### config.mk
export PLATFORM = sky130hd
export DESIGN_NAME = fifo_burst_reader
export DESIGN_NICKNAME = d
export VERILOG_FILES = /design/src/rtl/fifo_burst_reader.sv
export SDC_FILE = /design/constraint.sdc
export NUM_CORES = 1
export LEC_CHECK = 0
export CAP_MARGIN = 40
export CORE_AREA = 4 4 52 89
export DETAILED_ROUTE_END_ITERATION = 7
export DIE_AREA = 0 0 56 93
export GPL_ROUTABILITY_DRIVEN = 0
export GPL_TIMING_DRIVEN = 0
export PLACE_DENSITY = 0.68
export SETUP_SLACK_MARGIN = 0.15
export SLEW_MARGIN = 0
export SYNTH_ARGS = -nofsm -noshare
export SYNTH_HDL_FRONTEND = slang
export SYNTH_SLANG_ARGS = --single-unit
### constraint.sdc
create_clock -name rd_clk -period 6.1 [get_ports rd_clk]
set_clock_uncertainty 0.2 [all_clocks]
set_input_delay 1.525 -clock rd_clk [delete_from_list [all_inputs] [get_ports rd_clk]]
set_output_delay 1.525 -clock rd_clk [all_outputs]
set_load 0.01 [all_outputs]
### src/rtl/fifo_burst_reader.sv
// Read-side drain engine for the dual-clock FIFO: pops words in bursts (or a
// timed-out partial burst) and streams them through a 2-entry skid buffer.
module fifo_burst_reader #(
   parameter  int DATA_WIDTH = 8,
   parameter  int FIFO_DEPTH = 16,
   parameter  int BURST_LEN  = 4,
   parameter  int TIMEOUT    = 32,
   localparam int CNT_W      = $clog2(FIFO_DEPTH-1) + 1,
   localparam int TMR_W      = $clog2(TIMEOUT) + 1
) (
   input  logic                  rd_clk,
   input  logic                  rst_n,
   input  logic                  enable,
   input  logic                  fifo_empty,
   input  logic [DATA_WIDTH-1:0] fifo_dout,
   input  logic [CNT_W-1:0]      fifo_rd_count,
   output logic                  fifo_rd_en,
   output logic                  m_valid,
   input  logic                  m_ready,
   output logic [DATA_WIDTH-1:0] m_data,
   output logic                  m_last,
   output logic                  busy,
   output logic                  burst_done
);

   typedef enum logic {IDLE, BURST} state_e;

   localparam logic [TMR_W-1:0] TMO  = TMR_W'(TIMEOUT);
   localparam logic [CNT_W-1:0] BLEN = CNT_W'(BURST_LEN);
   localparam logic [CNT_W-1:0] ONE  = CNT_W'(1);

   state_e                state_q, state_d;
   logic [CNT_W-1:0]      beats_q, beats_d;
   logic [TMR_W-1:0]      tmr_q, tmr_d;
   logic [1:0]            cnt_q, cnt_d;
   // buffer entries hold {last, data}; ent0 is always the head
   logic [DATA_WIDTH:0]   ent0_q, ent0_d, ent1_q, ent1_d;
   logic                  push, pop;
   logic [DATA_WIDTH:0]   new_ent;

   assign m_valid    = (cnt_q != 2'd0);
   assign m_data     = ent0_q[DATA_WIDTH-1:0];
   assign m_last     = ent0_q[DATA_WIDTH];
   assign pop        = m_valid & m_ready;
   assign burst_done = pop & m_last;
   assign busy       = (state_q == BURST) | (cnt_q != 2'd0);
   assign fifo_rd_en = push;
   assign new_ent    = {(beats_q == ONE), fifo_dout};

   always_comb begin
      state_d = state_q;
      beats_d = beats_q;
      tmr_d   = tmr_q;
      push    = 1'b0;
      case (state_q)
         IDLE: begin
            if (fifo_empty)       tmr_d = '0;
            else if (tmr_q != TMO) tmr_d = tmr_q + TMR_W'(1);
            if (enable) begin
               if (fifo_rd_count >= BLEN) begin
                  state_d = BURST;
                  beats_d = BLEN;
                  tmr_d   = '0;
               end else if (!fifo_empty && tmr_q == TMO) begin
                  state_d = BURST;
                  // a lagging count of 0 with data present still drains one word
                  beats_d = (fifo_rd_count == '0) ? ONE : fifo_rd_count;
                  tmr_d   = '0;
               end
            end
         end
         BURST: begin
            // registered state plus fifo_empty only: no path from m_ready
            push = !fifo_empty && (cnt_q != 2'd2);
            if (push) begin
               beats_d = beats_q - ONE;
               if (beats_q == ONE) state_d = IDLE;
            end
         end
         default: state_d = IDLE;
      endcase
   end

   always_comb begin
      cnt_d  = cnt_q + {1'b0, push} - {1'b0, pop};
      ent0_d = ent0_q;
      ent1_d = ent1_q;
      if (pop) ent0_d = ent1_q;
      if (push) begin
         if (cnt_q == 2'd0 || (cnt_q == 2'd1 && pop)) ent0_d = new_ent;
         else                                         ent1_d = new_ent;
      end
   end

   always_ff @(posedge rd_clk or negedge rst_n) begin
      if (!rst_n) begin
         state_q <= IDLE;
         beats_q <= '0;
         tmr_q   <= '0;
         cnt_q   <= '0;
         ent0_q  <= '0;
         ent1_q  <= '0;
      end else begin
         state_q <= state_d;
         beats_q <= beats_d;
         tmr_q   <= tmr_d;
         cnt_q   <= cnt_d;
         ent0_q  <= ent0_d;
         ent1_q  <= ent1_d;
      end
   end

endmodule

# After elaboration in Yosys (flattened, before gate mapping)

Cells that the tools add are included.

Latch bits: 0
Memories: 0
Output and inout bits: 13
Memory bits (writable): 0
Logic and storage cells: 55
Bits in read-only memories: 0
Bits in registers: 32
Bits of input ports: 18

Bitwise operators: 5
Eq/ne operators: 8
Order comparisons: 1
Reduce and logical (&&, ||, !) cells: 10
Mux-type cells: 21
Divide/modulo/power cells: 0
Shifts and indexed selects: 0
$add $sub $neg: 4
$mul: 0

Operators with widths:

| kind                                                                    | number |
|---|---|
| 6-bit 2-to-1 mux                                                        | 5 |
| 9-bit 2-to-1 mux                                                        | 3 |
| 5-bit 2-to-1 mux                                                        | 5 |
| 5-bit one-hot mux with 2 select lines                                   | 1 |
| 6-bit by 1-bit adder with 6-bit output, second input constant           | 1 |
| 6-bit == test, second input constant                                    | 1 |
| 1-bit 2-to-1 mux                                                        | 6 |
| 6-bit inequality test, second input constant                            | 1 |
| 5-bit by 1-bit == test with 1-bit output, second input constant         | 1 |
| 5-bit by 3-bit >= comparator with 1-bit output, second input constant   | 1 |
| 5-bit zero test                                                         | 1 |
| 5-bit by 1-bit subtractor with 5-bit output, second input constant      | 1 |
| 2-bit inequality test, second input constant                            | 2 |
| 1-bit logical AND                                                       | 3 |
| 3-bit inequality test, second input constant                            | 1 |
| 3-bit AND reduction                                                     | 1 |
| 2-bit by 1-bit adder with 2-bit output                                  | 1 |
| 1-bit AND                                                               | 2 |
| 2-bit by 1-bit == test with 1-bit output, second input constant         | 1 |
| 2-bit zero test                                                         | 1 |
| 2-bit by 1-bit inequality test with 1-bit output, second input constant | 1 |
| 1-bit NOT                                                               | 2 |
| 1-bit one-hot mux with 2 select lines                                   | 1 |
| 2-bit AND reduction                                                     | 1 |
| 5 further kinds                                                         | 5 |

# Longest topological paths before layout

Depth after elaboration: 6
Depth in mapped cells: 9
Gate-level depth less buffers: 8

# Worst setup path before layout

OpenSTA, ideal clock, no wires.

Path type: input to output
Start: in fifo_empty
End: out fifo_rd_en
Cell stages on the path: 2
Data arrival time: 2172 ps
Buffers on the path: 1
Data required time: 4375 ps
Path slack: 2203 ps
Cell sequence: clkbuf_1 > nor3_2

Cells in the longest elaborated chain, start to end: 3

RTL lines:

| what              | line | text |
|---|---|---|
| start, declared   | 14   | `input logic fifo_empty,` |
| 1-bit zero test   | 74   | `push = !fifo_empty && (cnt_q != 2'd2);` |
| 1-bit logical AND | 74   |  |
| 1-bit 2-to-1 mux  | 55   | `case (state_q)` |
| end, declared     | 17   | `output logic fifo_rd_en,` |

No other way between the ends.

# Worst setup path after layout

Ends and elaborated chain as after synthesis.

==> impl_metrics.xml <==
<?xml version="1.0" encoding="UTF-8"?>
<metrics>
  <group name="outcome">
    <metric name="status" unit="">finished, final reports clean</metric>
  </group>
  <group name="global_routing">
    <metric name="grt_util_met1" unit="%">15.7</metric>
    <metric name="busiest_layer" unit="">met2</metric>
    <metric name="grt_start_max_net_pins" unit="">20</metric>
    <metric name="grt_first_pass_wirelength" unit="mm">6.39</metric>
    <metric name="grt_pass1_vias" unit="">1406</metric>
    <metric name="grt_use_met2" unit="%">29.0</metric>
    <metric name="global_routing_usage_summed_across_all_routing_layers" unit="%">15.9</metric>
    <metric name="grt_overflow" unit="">0</metric>
    <metric name="antenna_found_initial" unit="">0</metric>
    <metric name="gr-usage-met3" unit="%">4.83</metric>
  </group>
  <group name="detailed_routing">
    <metric name="drt.antenna.violating_nets" unit="">0</metric>
    <metric name="first_pass_iters" unit="">4</metric>
    <metric name="post_drt_via_cell_ratio" unit="">5.33</metric>
    <metric name="detail_route.iter0.violations" unit="">15</metric>
    <metric name="drt_drc_violations_left" unit="">0</metric>
    <metric name="post_drt_wl_per_cell" unit="um">15.0</metric>
    <metric name="routed_wire_length" unit="mm">3.68</metric>
    <metric name="num_vias" unit="">1310</metric>
  </group>
  <group name="power">
    <metric name="pwr_density_cell" unit="mW/mm2">467</metric>
    <metric name="vdd_drop_max" unit="uV">293</metric>
    <metric name="p_leak" unit="uW">0.000959</metric>
  </group>
  <group name="final_layout">
    <metric name="final.fill_count" unit="">362</metric>
    <metric name="design.final.nets" unit="">221</metric>
    <metric name="final_core_util" unit="%">55.7</metric>
    <metric name="final_cells" unit="">246</metric>
    <metric name="area_growth_syn_to_layout" unit="%">27.8</metric>
    <metric name="num_antenna_cells" unit="">0</metric>
    <metric name="drive_above_1_share" unit="%">13.6</metric>
  </group>
  <group name="synthesis">
    <metric name="synth-seq-area-share" unit="%">47.1</metric>
    <metric name="synth_area_leaders" unit="">dfrtp_1, mux2i_1, mux2_2</metric>
    <metric name="synth_top_cell_by_area" unit="">dfrtp_1</metric>
    <metric name="number_of_warnings_issued_by_yosys" unit="">0</metric>
    <metric name="yosys.cell_count.top_type" unit="">dfrtp_1</metric>
    <metric name="syn_inst" unit="">160</metric>
    <metric name="synth-edff-count" unit="">0</metric>
    <metric name="synth_commonest_cells" unit="">dfrtp_1, nand2_1, mux2i_1</metric>
    <metric name="synth.lib_cells_used.distinct" unit="">42</metric>
    <metric name="async_flop_share" unit="%">100</metric>
    <metric name="ys_ff_latch" unit="">32</metric>
    <metric name="synth_ff_type" unit="">dfrtp_1</metric>
    <metric name="synthesis.area" unit="mm2">0.00170</metric>
    <metric name="avgSynthCellArea" unit="um2">10.6</metric>
    <metric name="synth_largest_type_area_fraction" unit="%">47.1</metric>
    <metric name="synthesis.nets" unit="">184</metric>
  </group>
  <group name="floorplan">
    <metric name="horizontal_extent_of_the_die" unit="um">56</metric>
    <metric name="initial_core_util" unit="%">43.6</metric>
    <metric name="fp.dieArea" unit="mm2">0.00521</metric>
    <metric name="num_rows" unit="">30</metric>
    <metric name="core_region_area" unit="mm2">0.00390</metric>
    <metric name="floorplan.die.height" unit="um">93</metric>
    <metric name="num_io_pins" unit="">31</metric>
  </group>
  <group name="clocking">
    <metric name="cts.sinks" unit="">32</metric>
    <metric name="post_cts_resize_count" unit="">0</metric>
    <metric name="clk_transition_reported_paths" unit="ns">0.06</metric>
    <metric name="tritoncts" unit="">yes</metric>
    <metric name="clock_latency" unit="ns">0.28</metric>
    <metric name="cts-buffers-inserted" unit="">5</metric>
    <metric name="post_cts.repair.setup_buffers" unit="">0</metric>
    <metric name="cts-root-buf" unit="">clkbuf_8</metric>
    <metric name="cts.path.max_buffers" unit="">2</metric>
    <metric name="cts_htree_levels" unit="">2</metric>
    <metric name="cts.hold.buffers_added" unit="">0</metric>
  </group>
  <group name="run">
    <metric name="max_cap_viol_count" unit="">0</metric>
  </group>
  <group name="critical_path">
    <metric name="reg2reg_start" unit="">cnt_q[1]$_DFF_PN0_</metric>
    <metric name="timing.critical_path.slowest_stage_cell" unit="">clkdlybuf4s50_1</metric>
    <metric name="endpoint_kind" unit="">primary output</metric>
    <metric name="crit_path_start_kind" unit="">input pin</metric>
    <metric name="rrSetupSlack" unit="ns">3.85</metric>
    <metric name="cp_cell_sequence" unit="">clkbuf_1 &gt; nor3_2 &gt; clkdlybuf4s50_1</metric>
    <metric name="cp_data_required_time" unit="ns">4.38</metric>
    <metric name="timing_worst_setup_path_type" unit="">in2out</metric>
    <metric name="timing.critical_path.slowest_cell_delay" unit="ns">0.65</metric>
    <metric name="r2r.worst_path.cells" unit="">9</metric>
    <metric name="rr_endpoint" unit="">cnt_q[1]$_DFF_PN0_</metric>
    <metric name="maximum_fanout_along_the_worst_path" unit="">9</metric>
    <metric name="timing.critical_path.arrival" unit="ns">2.91</metric>
  </group>
  <group name="timing">
    <metric name="timing.final.crit_period" unit="ns">4.63</metric>
    <metric name="tightestPinTransition" unit="ns">0.777</metric>
    <metric name="fmaxAchievable" unit="MHz">216</metric>
    <metric name="layout_worst_path_cycle_share" unit="%">76.0</metric>
    <metric name="setup_violations" unit="">0</metric>
    <metric name="post-route-worst-setup-slack" unit="ns">1.47</metric>
    <metric name="setup_repair_after_global_routing_missed_its_margin" unit="">no</metric>
    <metric name="max_slew_margin" unit="%">47.7</metric>
    <metric name="drv_slew" unit="">0</metric>
    <metric name="final-hold-violation-count" unit="">0</metric>
    <metric name="fin_tns_setup" unit="ns">0</metric>
  </group>
  <group name="placement">
    <metric name="dp_hpwl" unit="mm">2.81</metric>
    <metric name="numPortBuffers" unit="">29</metric>
    <metric name="place_worst_setup_slack" unit="ns">1.50</metric>
    <metric name="place_inst" unit="">238</metric>
  </group>
  <group name="min_path">
    <metric name="min_delay_src" unit="">ent1_q[8]$_DFFE_PN0P_</metric>
    <metric name="worst_hold_path.endpoint" unit="">ent1_q[8]$_DFFE_PN0P_</metric>
    <metric name="hold_path_class" unit="">reg2reg</metric>
    <metric name="cell_depth_of_the_worst_hold_path" unit="">2</metric>
  </group>
</metrics>
how the worst max path moves through the flow:
stage	start	to	slack [ns]
after global routing	fifo_empty	fifo_rd_en	1.34
after floorplan	fifo_empty	fifo_rd_en	2.20
after CTS	fifo_empty	fifo_rd_en	1.46
final	fifo_empty	fifo_rd_en	1.47
after global placement	fifo_empty	fifo_rd_en	1.50
after detailed placement	fifo_empty	fifo_rd_en	1.50
layout by cell type (no fill, tap or decap), drive strengths merged, types with 2 or more instances in the layout:
master         instances
nand2                 16
ha                     6
inv                    9
o211ai                 2
nand4                  3
buf                    2
nand2b                 3
mux2i                 11
nor2                   8
or3                    2
o21ai                 13
xnor2                  3
nand3                  4
or2                    2
xor2                   4
mux2                   9
nor3                   4
dfrtp                 32
nor2b                  7
a21oi                  4
clkbuf                 9
clkdlybuf4s50         29
logic make-up (layout without fill, tap and decap cells):
group                    after synthesis  in the layout  synth area share, %
buffers and inverters                 13             51                 2.94
multiplexers                          20             20                 12.6
AND/OR/NAND/NOR                       56             56                 18.1
AO/OA/AOI/OAI                         26             26                 11.3
adder cells (fa/ha/maj)                6              6                 4.41
XOR/XNOR                               7              7                 3.60
flip-flops                            32             32                 47.1
registers in the layout (all words and copies together), names as in the netlist:
| register | cells |
|---|---|
| ent0_q | 9 |
| beats_q | 5 |
| tmr_q | 6 |
| cnt_q | 2 |
| state_q | 1 |
| ent1_q | 9 |
final cells by class:
cell class                 instances  area (um2)  share of cell area [%]
clock buffer                       6        72.6                    3.34
multi-input combinational        115         851                    39.1
buffer                             4        16.3                   0.748
inverter                           9        33.8                    1.55
sequential                        32         801                    36.8
tap                               48        60.1                    2.76
timing repair buffer              30         305                    14.0
clock inverter                     2        35.0                    1.61
report_power, final:
group          switching (uW)  leakage (uW)  internal, uW
logic                     203      0.000515           233
clock network            76.8     0.0000552           121
registers                72.9      0.000389           309
total                     352      0.000959           663
layer usage:
metal,vias to the layer above,share of wire [%]
li1,631,-
met1,637,37
met2,34,55
met3,8,5.5
met4,0,2.5
met5,-,0
metrics by stage:
step	hold WS [ns]	cell area, um2	power (uW)
finish	0.287	2170	1020
global route	0.329	2170	1100
global placement	0.268	2050	802
detailed placement	0.276	2070	826
CTS	0.290	2170	1030
floorplan	0.249	1700	660
critical path, delay by kind of cell:
kind	cells	cell delay, ns
buffers and inverters	2	0.85
and+or+nand+nor	1	0.54
No activity file was read; power rests on OpenSTA's default activity.
==> RTL edit (same settings) <==
`TIMEOUT`: 32 -> 128.
--- a/src/rtl/fifo_burst_reader.sv
+++ b/src/rtl/fifo_burst_reader.sv
@@ -4,7 +4,7 @@
    parameter  int DATA_WIDTH = 8,
    parameter  int FIFO_DEPTH = 16,
    parameter  int BURST_LEN  = 4,
-   parameter  int TIMEOUT    = 32,
+   parameter  int TIMEOUT    = 128,
    localparam int CNT_W      = $clog2(FIFO_DEPTH-1) + 1,
    localparam int TMR_W      = $clog2(TIMEOUT) + 1
 ) (
Check against the original RTL: no difference found for any inputs over 10 cycles, from zero or initial values and one cycle with rst_n low; that may be too few to reach the edited logic, so the function may still have changed.
==> RTL edit against the original RTL <==
- area after synthesis grew 5.7%
- core utilization grew 1.9 points
- sequential power increased by 7.6%
- cell area rose by 3.4%
- routed wire length down 0.27%
- synthesized cell count up 5.6%
- setup slack got worse by 0.34 ns
- sequential cell count increased by 2
- sequential share of layout area is 1.0 points higher
- maximum frequency fell by 6.9%
- register-to-register slack got worse by 0.10 ns
- largest cell class unchanged
- critical path type unchanged
- power up 1.9%
==> RTL edit: results (changes against the original RTL) <==
Parameter                              Value

Drt
  Number of vias per cell after detailed routing ... 5.369 (+0.82%)
  Avg WL per Cell ... 14.40 µm (-3.8%)
  Starting DRT DRC Count ... 19 (+4)
  Via count ... 1369 (+4.5%)
  1st-pass router iterations ... 4 (unchanged)

Logic synthesis
  Count of distinct cell types in the synthesized netlist ... 41 (-2.4%)
  Top post-synthesis cells by count ... dfrtp_1, nand2_1, mux2_2, nor2_1, o21ai_0
  Instance count of the mapped netlist ... 169 (+5.6%)
  Cell types with the largest area share after synthesis ... dfrtp_1, mux2_2, mux2i_1
  Async S/R FF share, synth ... 100.0% (unchanged)
  Sequential share of the synthesized area ... 47.32% (+0.26 points)
  Mapped Nets ... 193 (+4.9%)

Power and ir drop
  Pleak ... 0.9781 nW (+2.0%)
  Worst IR Drop VDD ... 0.0002195 V (-25%)

Clock network
  Clk pin slew, worst setup/hold paths ... approximately 0.07 ns
  Resize count post-CTS ... 0 (unchanged)
  TritonCTS Buffers ... 5 (unchanged)
  Root buffer selected by CTS ... clkbuf_8
  Clock buffer depth ... 2 (unchanged)
  Max H-tree Level ... 2 (unchanged)
  # Post-CTS Setup Buffers ... 0 (unchanged)

Finish
  Filler cell count ... 347 (-4.1%)
  Final core occ ... 57.60% (+1.9 points)
  Registers with the most flip-flops ... ent0_q: 9 flops, ent1_q: 9 flops, tmr_q: 8 flops
  # diodes ... 0 (unchanged)
  Share of post-route cells with drive strength above 1 ... 13.04% (-0.59 points)
  Final net count ... 230 (+4.1%)

Critical path
  Delay of the slowest cell on the worst path ... 0.62 ns (-0.03 ns)
  Endpoint class of the critical path ... output port
  Launch point of the critical path ... fifo_empty
  Reg-to-reg slack, setup ... 3.75 ns (-0.10 ns)
  Startpoint of the worst register-to-register path ... cnt_q[1]
  Critical path fanouts, max ... 6 (-3)
  End point of the critical path ... fifo_rd_en
  CP arrival ... 3.25 ns (+0.34 ns)
  Slowest CP cell ... clkdlybuf4s50_1
  Cell family contributing the most delay on the critical path ... buffers and inverters

Min path
  Hold Crit Class ... reg2reg

Timing
  Pin slew with the least headroom to its limit ... 0.7514 ns (-0.02612 ns)
  Period utilization ... 81.57% (+5.6 points)

GRT
  Met1 layer usage reported by global route ... 16.86% (+1.2 points)
  Maximum number of pins on one net before global-route repair ... 35 (+75%)
  GR Layer Usage met3 ... 3.729% (-1.1 points)
  Global-route usage over all layers ... 15.44% (-0.48 points)
  First-pass GRT wire length ... 6361 µm (-0.44%)
  Global-route track usage on met2 ... 27.34% (-1.7 points)

Placed design
  Placement Cell Area ... 0.002153 mm² (+4.2%)
  Post-Place Worst Slack ... 1.129 ns (-0.3671 ns)
  Port bufs ... 30 (+3.4%)
  Cells after DPL ... 247 (+3.8%)
  DP Wirelength ... 2772 µm (-1.5%)

Status
  Outcome ... finished clean
[RTL edit: stage by stage]
step	total power (W)	hold WS, ns
floorplan	0.0007030	0.2787
finish	0.001035	0.3071
global route	0.001116	0.3265
detailed placement	0.0008709	0.2938
CTS	0.001048	0.3096
global placement	0.0008450	0.2856
[RTL edit: worst min-delay path by stage]
| stage | startpoint | endpoint | cells after the start |
|---|---|---|---|
| after CTS | ent1_q[7] | ent1_q[7] | 1 |
| after global routing | ent1_q[5] | ent1_q[5] | 1 |
| after floorplan | ent1_q[0] | ent1_q[0] | 1 |
| after global placement | ent1_q[7] | ent1_q[7] | 1 |
| final | ent1_q[7] | ent1_q[7] | 1 |
| after detailed placement | ent1_q[7] | ent1_q[7] | 1 |
[RTL edit: kinds of logic (layout without fill, tap and decap cells)]
family	count (synthesis)	count (layout)	synth area share [%]
compound gates	27	27	9.395
xor+xnor	10	10	4.872
fa+ha+maj	6	6	4.175
buf+inv	12	50	2.505
flops	34	34	47.32
mux	21	21	12.53
simple gates	59	59	19.21
[RTL edit: report_power, final]
part	switching (W)	internal, W	leakage [nW]
Combinational	0.000208	0.000243	0.512
Sequential	0.0000839	0.000327	0.418
Clock	0.0000830	0.0000907	0.0472
Total	0.000375	0.000660	0.978
[RTL edit: area by class of cell]
class                           instances  area, µm²  share of cell area [%]
Buffer                                  3      11.26                  0.5008
Inverter                                9      33.78                   1.503
Multi-Input combinational cell        123      902.1                   40.12
Clock inverter                          2      12.51                  0.5565
Sequential cell                        34      850.8                   37.84
Timing Repair Buffer                   30      295.3                   13.13
Tap cell                               48      60.06                   2.671
Clock buffer                            6      82.58                   3.673
[RTL edit: metal layers]
layer  part of all wire (%)  up-vias
met1                     38      653
met2                     54       42
met3                    5.3        6
li1                       -      668
met5                      0        -
met4                    2.1        0
